`src/rtl/unmatch_drain_ctrl_if.sv`:
```
// Handshake bundle between the literal drain controller, the literal FIFO read
// port and the LZ4 sequence packer. The slave view belongs to the controller.
interface unmatch_drain_ctrl_if #(
    parameter int LEN_W = 14,
    parameter int CNT_W = 12
);
    logic             req_valid;
    logic [LEN_W-1:0] req_len;
    logic             req_ready;

    logic             fifo_rd_en;
    logic [31:0]      fifo_dout;
    logic [CNT_W-1:0] fifo_rd_data_count;

    logic [31:0]      lit_data;
    logic [2:0]       lit_bytes;
    logic             lit_last;
    logic             lit_valid;
    logic             lit_ready;

    modport master (
        output req_valid, req_len, fifo_dout, fifo_rd_data_count, lit_ready,
        input  req_ready, fifo_rd_en, lit_data, lit_bytes, lit_last, lit_valid
    );

    modport slave (
        input  req_valid, req_len, fifo_dout, fifo_rd_data_count, lit_ready,
        output req_ready, fifo_rd_en, lit_data, lit_bytes, lit_last, lit_valid
    );
endinterface

```
`src/rtl/unmatch_drain_ctrl.sv`:
```
// Literal FIFO read sequencer: turns one literal-run length into ceil(len/4)
// dword reads and presents each dword with a byte count and a last flag.
module unmatch_drain_ctrl #(
    parameter int LEN_W     = 14,
    parameter int CNT_W     = 12,
    parameter int STALL_MAX = 1023
) (
    input  logic                 clk,
    input  logic                 rst,
    unmatch_drain_ctrl_if.slave  bus,
    output logic                 busy,
    output logic                 stall_err,
    output logic [15:0]          run_cnt
);
    localparam int SW = (STALL_MAX < 2) ? 1 : $clog2(STALL_MAX + 1);

    typedef enum logic [1:0] {IDLE, RD, FLUSH} state_t;

    state_t           state;
    state_t           state_nxt;
    logic [LEN_W-1:0] rem;
    logic [SW-1:0]    stall_cnt;
    logic [31:0]      lit_data_q;
    logic [2:0]       lit_bytes_q;
    logic             lit_last_q;
    logic             lit_valid_q;

    logic has_data;
    logic consume;
    logic rem_last;
    logic accept;
    logic rd_en;
    logic req_ready_c;

    assign has_data = (bus.fifo_rd_data_count != CNT_W'(0));
    assign consume  = lit_valid_q & bus.lit_ready;
    assign rem_last = (rem <= LEN_W'(4));
    assign accept   = (state == IDLE) & bus.req_valid;

    // A read is only issued when the output slot is free or being emptied
    // this cycle, so backpressure can never drop or duplicate a FIFO word.
    always_comb begin
        state_nxt   = state;
        req_ready_c = 1'b0;
        rd_en       = 1'b0;
        case (state)
            IDLE: begin
                req_ready_c = ~rst;
                if (bus.req_valid && bus.req_len != '0) begin
                    state_nxt = RD;
                end
            end
            RD: begin
                rd_en = has_data & (~lit_valid_q | bus.lit_ready);
                if (rd_en && rem_last) begin
                    state_nxt = FLUSH;
                end
            end
            FLUSH: begin
                if (consume && lit_last_q) begin
                    state_nxt = IDLE;
                end
            end
            default: state_nxt = IDLE;
        endcase
    end

    always_ff @(posedge clk or posedge rst) begin
        if (rst) begin
            state <= IDLE;
        end else begin
            state <= state_nxt;
        end
    end

    always_ff @(posedge clk or posedge rst) begin
        if (rst) begin
            rem         <= '0;
            lit_data_q  <= '0;
            lit_bytes_q <= '0;
            lit_last_q  <= 1'b0;
            lit_valid_q <= 1'b0;
            run_cnt     <= '0;
        end else begin
            if (accept && bus.req_len != '0) begin
                rem <= bus.req_len;
            end else if (rd_en) begin
                rem <= rem_last ? '0 : rem - LEN_W'(4);
            end

            // Runs start dword-aligned, so only the final word can be partial.
            if (rd_en) begin
                lit_data_q  <= bus.fifo_dout;
                lit_valid_q <= 1'b1;
                lit_bytes_q <= (rem >= LEN_W'(4)) ? 3'd4 : {1'b0, rem[1:0]};
                lit_last_q  <= rem_last;
            end else if (consume) begin
                lit_valid_q <= 1'b0;
            end

            if ((accept && bus.req_len == '0) ||
                (state == FLUSH && consume && lit_last_q)) begin
                run_cnt <= run_cnt + 16'd1;
            end
        end
    end

    always_ff @(posedge clk or posedge rst) begin
        if (rst) begin
            stall_cnt <= '0;
            stall_err <= 1'b0;
        end else if (state != RD || rd_en) begin
            stall_cnt <= '0;
        end else if (!has_data) begin
            if (32'(stall_cnt) < STALL_MAX) begin
                stall_cnt <= stall_cnt + 1'b1;
            end
            if (32'(stall_cnt) + 1 >= STALL_MAX) begin
                stall_err <= 1'b1;
            end
        end
    end

    assign bus.req_ready  = req_ready_c;
    assign bus.fifo_rd_en = rd_en;
    assign bus.lit_data   = lit_data_q;
    assign bus.lit_bytes  = lit_bytes_q;
    assign bus.lit_last   = lit_last_q;
    assign bus.lit_valid  = lit_valid_q;
    assign busy           = (state != IDLE) | lit_valid_q;
endmodule

```
`src/flat_wrapper.sv`:
```
// flat-port wrapper written by rule: the top's interface ports become plain ports
module unmatch_drain_ctrl_flat 
#(
    parameter int LEN_W     = 14,
    parameter int CNT_W     = 12,
    parameter int STALL_MAX = 1023
)
  (clk, rst, busy, stall_err, run_cnt, bus_req_valid, bus_req_len, bus_fifo_dout, bus_fifo_rd_data_count, bus_lit_ready, bus_req_ready, bus_fifo_rd_en, bus_lit_data, bus_lit_bytes, bus_lit_last, bus_lit_valid);
  unmatch_drain_ctrl_if #(.LEN_W(LEN_W), .CNT_W(CNT_W)) bus_i ();
  input  logic clk;
  input  logic rst;
  output logic busy;
  output logic stall_err;
  output logic [15:0] run_cnt;
  input wire logic [$bits(bus_i.req_valid)-1:0] bus_req_valid;
  input wire logic [$bits(bus_i.req_len)-1:0] bus_req_len;
  input wire logic [$bits(bus_i.fifo_dout)-1:0] bus_fifo_dout;
  input wire logic [$bits(bus_i.fifo_rd_data_count)-1:0] bus_fifo_rd_data_count;
  input wire logic [$bits(bus_i.lit_ready)-1:0] bus_lit_ready;
  output wire logic [$bits(bus_i.req_ready)-1:0] bus_req_ready;
  output wire logic [$bits(bus_i.fifo_rd_en)-1:0] bus_fifo_rd_en;
  output wire logic [$bits(bus_i.lit_data)-1:0] bus_lit_data;
  output wire logic [$bits(bus_i.lit_bytes)-1:0] bus_lit_bytes;
  output wire logic [$bits(bus_i.lit_last)-1:0] bus_lit_last;
  output wire logic [$bits(bus_i.lit_valid)-1:0] bus_lit_valid;
  assign bus_i.req_valid = bus_req_valid;
  assign bus_i.req_len = bus_req_len;
  assign bus_i.fifo_dout = bus_fifo_dout;
  assign bus_i.fifo_rd_data_count = bus_fifo_rd_data_count;
  assign bus_i.lit_ready = bus_lit_ready;
  assign bus_req_ready = bus_i.req_ready;
  assign bus_fifo_rd_en = bus_i.fifo_rd_en;
  assign bus_lit_data = bus_i.lit_data;
  assign bus_lit_bytes = bus_i.lit_bytes;
  assign bus_lit_last = bus_i.lit_last;
  assign bus_lit_valid = bus_i.lit_valid;
  unmatch_drain_ctrl #(.LEN_W(LEN_W), .CNT_W(CNT_W), .STALL_MAX(STALL_MAX)) u_core (.clk(clk), .rst(rst), .bus(bus_i), .busy(busy), .stall_err(stall_err), .run_cnt(run_cnt));
endmodule
```
`config.mk`:
```
export PLATFORM = sky130hd
export DESIGN_NAME = unmatch_drain_ctrl_flat
export DESIGN_NICKNAME = d
export VERILOG_FILES = /design/src/rtl/unmatch_drain_ctrl_if.sv /design/src/rtl/unmatch_drain_ctrl.sv /design/src/flat_wrapper.sv
export SDC_FILE = /design/constraint.sdc
export NUM_CORES = 1
export LEC_CHECK = 0
export CELL_PAD_IN_SITES_DETAIL_PLACEMENT = 0
export CELL_PAD_IN_SITES_GLOBAL_PLACEMENT = 1
export CORE_MARGIN = 5
export CORE_UTILIZATION = 35
export CTS_BUF_LIST = sky130_fd_sc_hd__clkbuf_4 sky130_fd_sc_hd__clkbuf_8 sky130_fd_sc_hd__clkbuf_16
export CTS_CLUSTER_DIAMETER = 50
export DETAILED_ROUTE_END_ITERATION = 10
export GPL_TIMING_DRIVEN = 0
export PLACE_DENSITY_LB_ADDON = 0.1
export SETUP_SLACK_MARGIN = 0.2
export SLEW_MARGIN = 20
export SYNTH_ARGS = -nofsm -noshare
export SYNTH_HDL_FRONTEND = slang
export SYNTH_SLANG_ARGS = --single-unit
```
`constraint.sdc`:
```
create_clock -name clk -period 2.5 [get_ports clk]
set_input_delay 0.25 -clock clk [delete_from_list [all_inputs] [get_ports clk]]
set_output_delay 0.25 -clock clk [all_outputs]
set_load 0.005 [all_outputs]
```
==> results of run 1 <==
## stage by stage
| step | std cells | total power [mW] | area [sq um] | setup TNS [ns] | util |
|---|---|---|---|---|---|
| global route | 691 | 4.86 | 5580 | 0 | 0.513 |
| CTS | 689 | 4.58 | 5560 | 0 | 0.511 |
| finish | 691 | 4.52 | 5580 | 0 | 0.513 |
| global placement | 669 | 3.51 | 5260 | -0.581 | 0.483 |
| floorplan | 411 | 2.68 | 3900 | 0 | - |
| detailed placement | 672 | 3.55 | 5330 | -2.02 | 0.489 |
## cell usage in the layout, fill, tap and decap left out, types with 7 or more instances in the layout
| cell type | n |
|---|---|
| nand2_1 | 131 |
| nand3_1 | 23 |
| inv_1 | 7 |
| nor2_1 | 14 |
| dfrtp_1 | 80 |
| clkbuf_8 | 11 |
| clkdlybuf4s50_1 | 117 |
| o21ai_0 | 13 |
| xnor2_1 | 16 |
| nand4_1 | 8 |
## state kept, by name (all words and copies together), names as in the netlist
name                  count
u_core.bus.lit_bytes      3
u_core.bus.lit_data      32
u_core.bus.lit_last       1
u_core.bus.lit_valid      1
u_core.rem               14
u_core.run_cnt           16
u_core.stall_cnt         10
u_core.stall_err          1
u_core.state              2
## cell families (layout without fill, tap and decap cells)
family / count (synthesis) / after routing / share of synthesized area
fa+ha+maj: 5 / 5 / 0.0160
flops: 80 / 80 / 0.513
compound gates: 55 / 55 / 0.108
mux: 1 / 1 / 0.00289
simple gates: 227 / 227 / 0.286
xor+xnor: 22 / 22 / 0.0494
buf+inv: 21 / 161 / 0.0237
## metal layers
| layer | vias up | GRT usage | wire length, microns |
|---|---|---|---|
| li1 | 1694 | - | - |
| met1 | 1629 | 0.219 | 4700 |
| met2 | 93 | 0.274 | 5210 |
| met3 | 7 | 0.0496 | 676 |
| met4 | 0 | 0.0329 | 69 |
| met5 | - | 0 | 0 |
## power groups by stage
stage,Sequential [mW],Combinational (mW),Clock (mW)
after global routing,1.91,1.89,1.06
after floorplan,1.86,0.822,0
after detailed placement,1.87,1.68,0
final,1.86,1.68,0.977
after CTS,1.85,1.71,1.01
after global placement,1.86,1.64,0
## critical path: cells and delay by family, from the launching register on
family / cells / cell delay, ns
AO/OA/AOI/OAI: 3 / 0.60
flip-flops: 1 / 0.45
AND/OR/NAND/NOR: 2 / 0.97
## cell usage after synthesis, types with 3 or more instances
cell,count
a21o_1,3
a21oi_1,4
a22o_1,3
and2_1,3
and3_1,4
buf_1,3
clkbuf_1,5
dfrtp_1,80
ha_1,5
inv_1,8
nand2_1,132
nand2b_1,6
nand3_1,23
nand4_1,8
nor2_1,14
nor2b_1,5
nor3_1,5
nor4_1,6
nor4_4,3
o211ai_1,4
o21ai_0,13
o311ai_0,3
or4_1,3
xnor2_1,16
xor2_1,6
## worst max-delay path by stage
| stage | startpoint | to | depth (start not counted) |
|---|---|---|---|
| 3_3_place_gp | bus_fifo_rd_data_count[2] | bus_fifo_rd_en | 7 |
| 2_1_floorplan | u_core.rem[3] | u_core.rem[6] | 8 |
| 4_1_cts | bus_req_len[1] | u_core.rem[12] | 6 |
| 5_1_grt | u_core.state[1] | u_core.stall_cnt[5] | 6 |
| 6_report | u_core.rem[4] | u_core.rem[13] | 5 |
| 3_5_place_dp | bus_fifo_rd_data_count[2] | bus_fifo_rd_en | 7 |
## what timing repair did
action                                  CTS  global route
setup buffers                             2             2
pin swaps                                 3             1
endpoints found under the setup margin    1            17
resized for setup                         7             2
hold endpoints to repair                  0             0
## final cells by class
cell class	instances	area share
Multi-Input combinational cell	310	0.325
Timing Repair Buffer	125	0.229
Clock buffer	11	0.0260
Buffer	12	0.0123
Sequential cell	80	0.359
Tap cell	140	0.0314
Clock inverter	4	0.00964
Inverter	9	0.00762
==> reports/results.txt, run 1 <==
fin crit period - 2.11 ns
Flop pwr share - 0.412
final-report max-slew violation count - 0
maximum VDD drop - 0.388 mV
Max-slew headroom - 0.586
combinational power share - 0.372
Layout Skew - 0.0126 ns
critical path class - reg -> reg
Fmax - 474 MHz
CP Data Required Time - 2.74 ns
Area contributors post-synth - dfrtp_1, nand2_1, xnor2_1, nand3_1, o21ai_0
post-synthesis sequential area ratio - 0.513
Setup WS post-layout - 0.390 ns
DP Worst Slack - -0.431 ns
nets@finish - 614
Final ANT Viol Nets - 0
fillers - 1074
Core Region - 10900 sq um
diodes inserted - 0
critical path peak fanout - 10
status - finished, final reports clean
I/O pin count - 119
htree depth - 3
CTS tree - done
Post-Syn Nets - 478
clk_lat worst skew - 0.35 ns
Cells after Synth - 411
routed len/inst - 15.4 microns
FF-to-FF Start - u_core.rem[4]
Reg2Reg Depth - 5
clock-pin slew on the worst setup and hold paths - 0.09 ns
area occupied by multi-input gates - 1820 sq um
Die Wd - 116 microns
Routed WL - 10.7 mm
Max Buffers Root-to-Sink - 2
GP Congestion - 0.806
register area - 2000 sq um
Worst-Margin Slew - 0.621 ns
worst hold path class - in -> async
Root Driver - clkbuf_8
Syn-to-layout area delta - 43.2%
hold_buf cts - 0
top-area cell type share of the netlist area - 0.513
final hold viol count - 0
P_sw - 1.55 mW
Final setup viols - 0
Synth area leader - dfrtp_1
hold_ws - 0.332 ns
Sw Ratio - 0.343
Clock power frac - 0.216
initial antenna violation count - 0
delay of the slowest critical-path stage - 0.57 ns
Top FF cell, synth - dfrtp_1
Max Cap Violations - 0
total grt overflow - 0
Via density - 4.95
slowest stage cell, crit path - nor4_2
hpwl dp - 8.04 mm
Total Routing Usage GR - 0.167
fraction of registers with async set/reset - 1.00
share of cells above drive strength 1 - 0.0871
#FFs+latches synth - 80
RSZ-0062 raised after global routing - false
crit path launch type - register
number of flops mapped to enable cells by yosys - 0
Pint - 2.97 mW
Post-Synthesis Mean Instance Area - 9.49 sq um
Rows - 38
first-pass GRT wire length - 17.7 mm
routed vias - 3423
largest net degree at the start of global routing - 26
crit share post-route - 0.844
TritonCTS Buffers - 9
DRT iter0 DRCs - 245
Initial Util - 0.358
Leak - 2.43 nW
CP Capture Type - register
cells along the critical path - nor4_2 > o2111ai_1 > nand3_1 > a21oi_1 > a221o_1
Die ar. - 13300 sq um
vias in the first global route - 3506
Num Clock Sinks - 80
R2R setup slack - 0.39 ns
Post-Syn Area - 3900 sq um
die height - 116 microns
Worst EP arrival - 2.35 ns
port bufs - 118
DR DRC count - 0
number of warnings issued by yosys - 0
Netlist cell types - 60
worst r2r dst - u_core.rem[13]
Power Density - 809 nW/um^2
router iterations before antenna repair - 4
No activity file was read; power rests on OpenSTA's default activity.
==> run 2: changes to the inputs <==
==> constraint.sdc (replaced) <==
create_clock -name clk -period 2 [get_ports clk]
set_input_delay 0.2 -clock clk [delete_from_list [all_inputs] [get_ports clk]]
set_output_delay 0.2 -clock clk [all_outputs]
set_load 0.005 [all_outputs]
==> reports/results.txt, run 2 (same netlist as run 1, synthesis figures left out) <==
status - finished, final reports clean
Layout Utilization - 0.563
Leak - 2.77 nW
total grt overflow - 0
initial antenna violation count - 0
hold_buf cts - 0
port bufs - 118
fillers - 977
most frequent cells in the layout - nand2_1, clkdlybuf4s50_1, dfrtp_1
Layout Skew - 0.0127 ns
RSZ-0062 raised after global routing - true
Via density - 4.92
Core Region - 10900 sq um
htree depth - 3
TritonCTS Buffers - 9
Max-slew headroom - 0.650
Rows - 38
Worst EP arrival - 2.12 ns
I/O pin count - 119
crit path launch type - register
Pint - 4.19 mW
Max Buffers Root-to-Sink - 2
final hold viol count - 0
CP Capture Type - register
router iterations before antenna repair - 5
delay of the slowest critical-path stage - 0.46 ns
hold_ws - 0.260 ns
vias in the first global route - 3593
Initial Util - 0.358
Total Routing Usage GR - 0.172
DRT iter0 DRCs - 221
max FFs per register - 32
Num Clock Sinks - 80
non-filler cells, final - 730
die height - 116 microns
final-report max-slew violation count - 0
Root Driver - clkbuf_8
dpl cells - 672
critical path peak fanout - 7
DR DRC count - 0
slowest stage cell, crit path - dfrtp_2
CTS tree - done
worst hold path class - in -> async
Syn-to-layout area delta - 57.2%
Clock power frac - 0.211
routed vias - 3591
Sw Ratio - 0.342
routed len/inst - 15.8 microns
GP Congestion - 0.809
Fmax - 532 MHz
Worst-Margin Slew - 0.523 ns
diodes inserted - 0
cells along the critical path - nor4_4 > nand2_1 > or3_4 > buf_8 > a32oi_2 > o22ai_1
Die ar. - 13300 sq um
Flop pwr share - 0.372
clk_lat worst skew - 0.37 ns
area occupied by multi-input gates - 1990 sq um
most common cell after layout, fill and taps aside - nand2_1
critical path class - reg -> reg
clock-pin slew on the worst setup and hold paths - 0.09 ns
largest net degree at the start of global routing - 24
share of cells above drive strength 1 - 0.202
setup TNS - 0 ns
fin crit period - 1.88 ns
Die Wd - 116 microns
first-pass GRT wire length - 17.9 mm
Final setup viols - 0
Max Cap Violations - 0
Final ANT Viol Nets - 0
nets@finish - 652
crit share post-route - 0.939
Power Density - 1040 nW/um^2
register area - 2010 sq um
combinational power share - 0.417
maximum VDD drop - 0.705 mV
Routed WL - 11.5 mm
CP Data Required Time - 2.24 ns
hpwl dp - 7.99 mm
P_sw - 2.18 mW
[run 2: repair_timing]
action                                  4_1_cts  5_1_grt
gates resized for setup                      33       46
endpoints found under the setup margin       74       48
endpoints found under the hold margin         0        0
pin swaps                                    15       15
buffers inserted                             29       13
[run 2: per-stage QoR]
step | total power [mW] | setup slack (ns) | instance area, sq um
floorplan | 3.35 | 0.258 | 3910
global placement | 4.40 | -0.860 | 5260
detailed placement | 4.44 | -0.821 | 5340
CTS | 6.20 | 0.0281 | 5910
global route | 6.81 | 0.0103 | 6130
finish | 6.37 | 0.122 | 6130
[run 2: layer usage]
metal	vias to the layer above	wire, microns	track usage
li1	1773	-	-
met1	1701	4840	0.217
met2	102	5720	0.283
met3	15	815	0.0595
met4	0	159	0.0438
met5	-	0	0
[run 2: power groups by stage]
stage | registers (mW) | logic, mW | clock network (mW)
floorplan | 2.32 | 1.03 | 0
global placement | 2.33 | 2.07 | 0
detailed placement | 2.34 | 2.10 | 0
CTS | 2.34 | 2.49 | 1.37
global route | 2.44 | 2.93 | 1.45
finish | 2.37 | 2.66 | 1.34
[run 2: worst paths after layout]
path	startpoint	end	slack (ns)	cells after the start
min reg2reg	u_core.bus.lit_data[16]	u_core.bus.lit_data[16]	0.47	2
max reg2reg	u_core.rem[13]	u_core.rem[9]	0.12	6
min	rst	u_core.rem[12]	0.26	2
max	u_core.rem[13]	u_core.rem[9]	0.12	6
min in group clk	bus_fifo_dout[21]	u_core.bus.lit_data[21]	0.36	3
max in group asynchronous	rst	u_core.state[1]	1.05	4
[run 2: cell type report]
type	instances	area share
Inverter	9	0.00694
Timing Repair Buffer	163	0.261
Multi-Input combinational cell	310	0.325
Buffer	12	0.0151
Sequential cell	80	0.328
Tap cell	140	0.0286
Clock buffer	10	0.0225
Clock inverter	6	0.0135
[run 2: critical path, delay by kind of cell (launching register included)]
kind	cells	cell delay [ns]
AO/OA/AOI/OAI	2	0.28
buffers and inverters	1	0.15
flip-flops	1	0.46
AND/OR/NAND/NOR	3	0.86
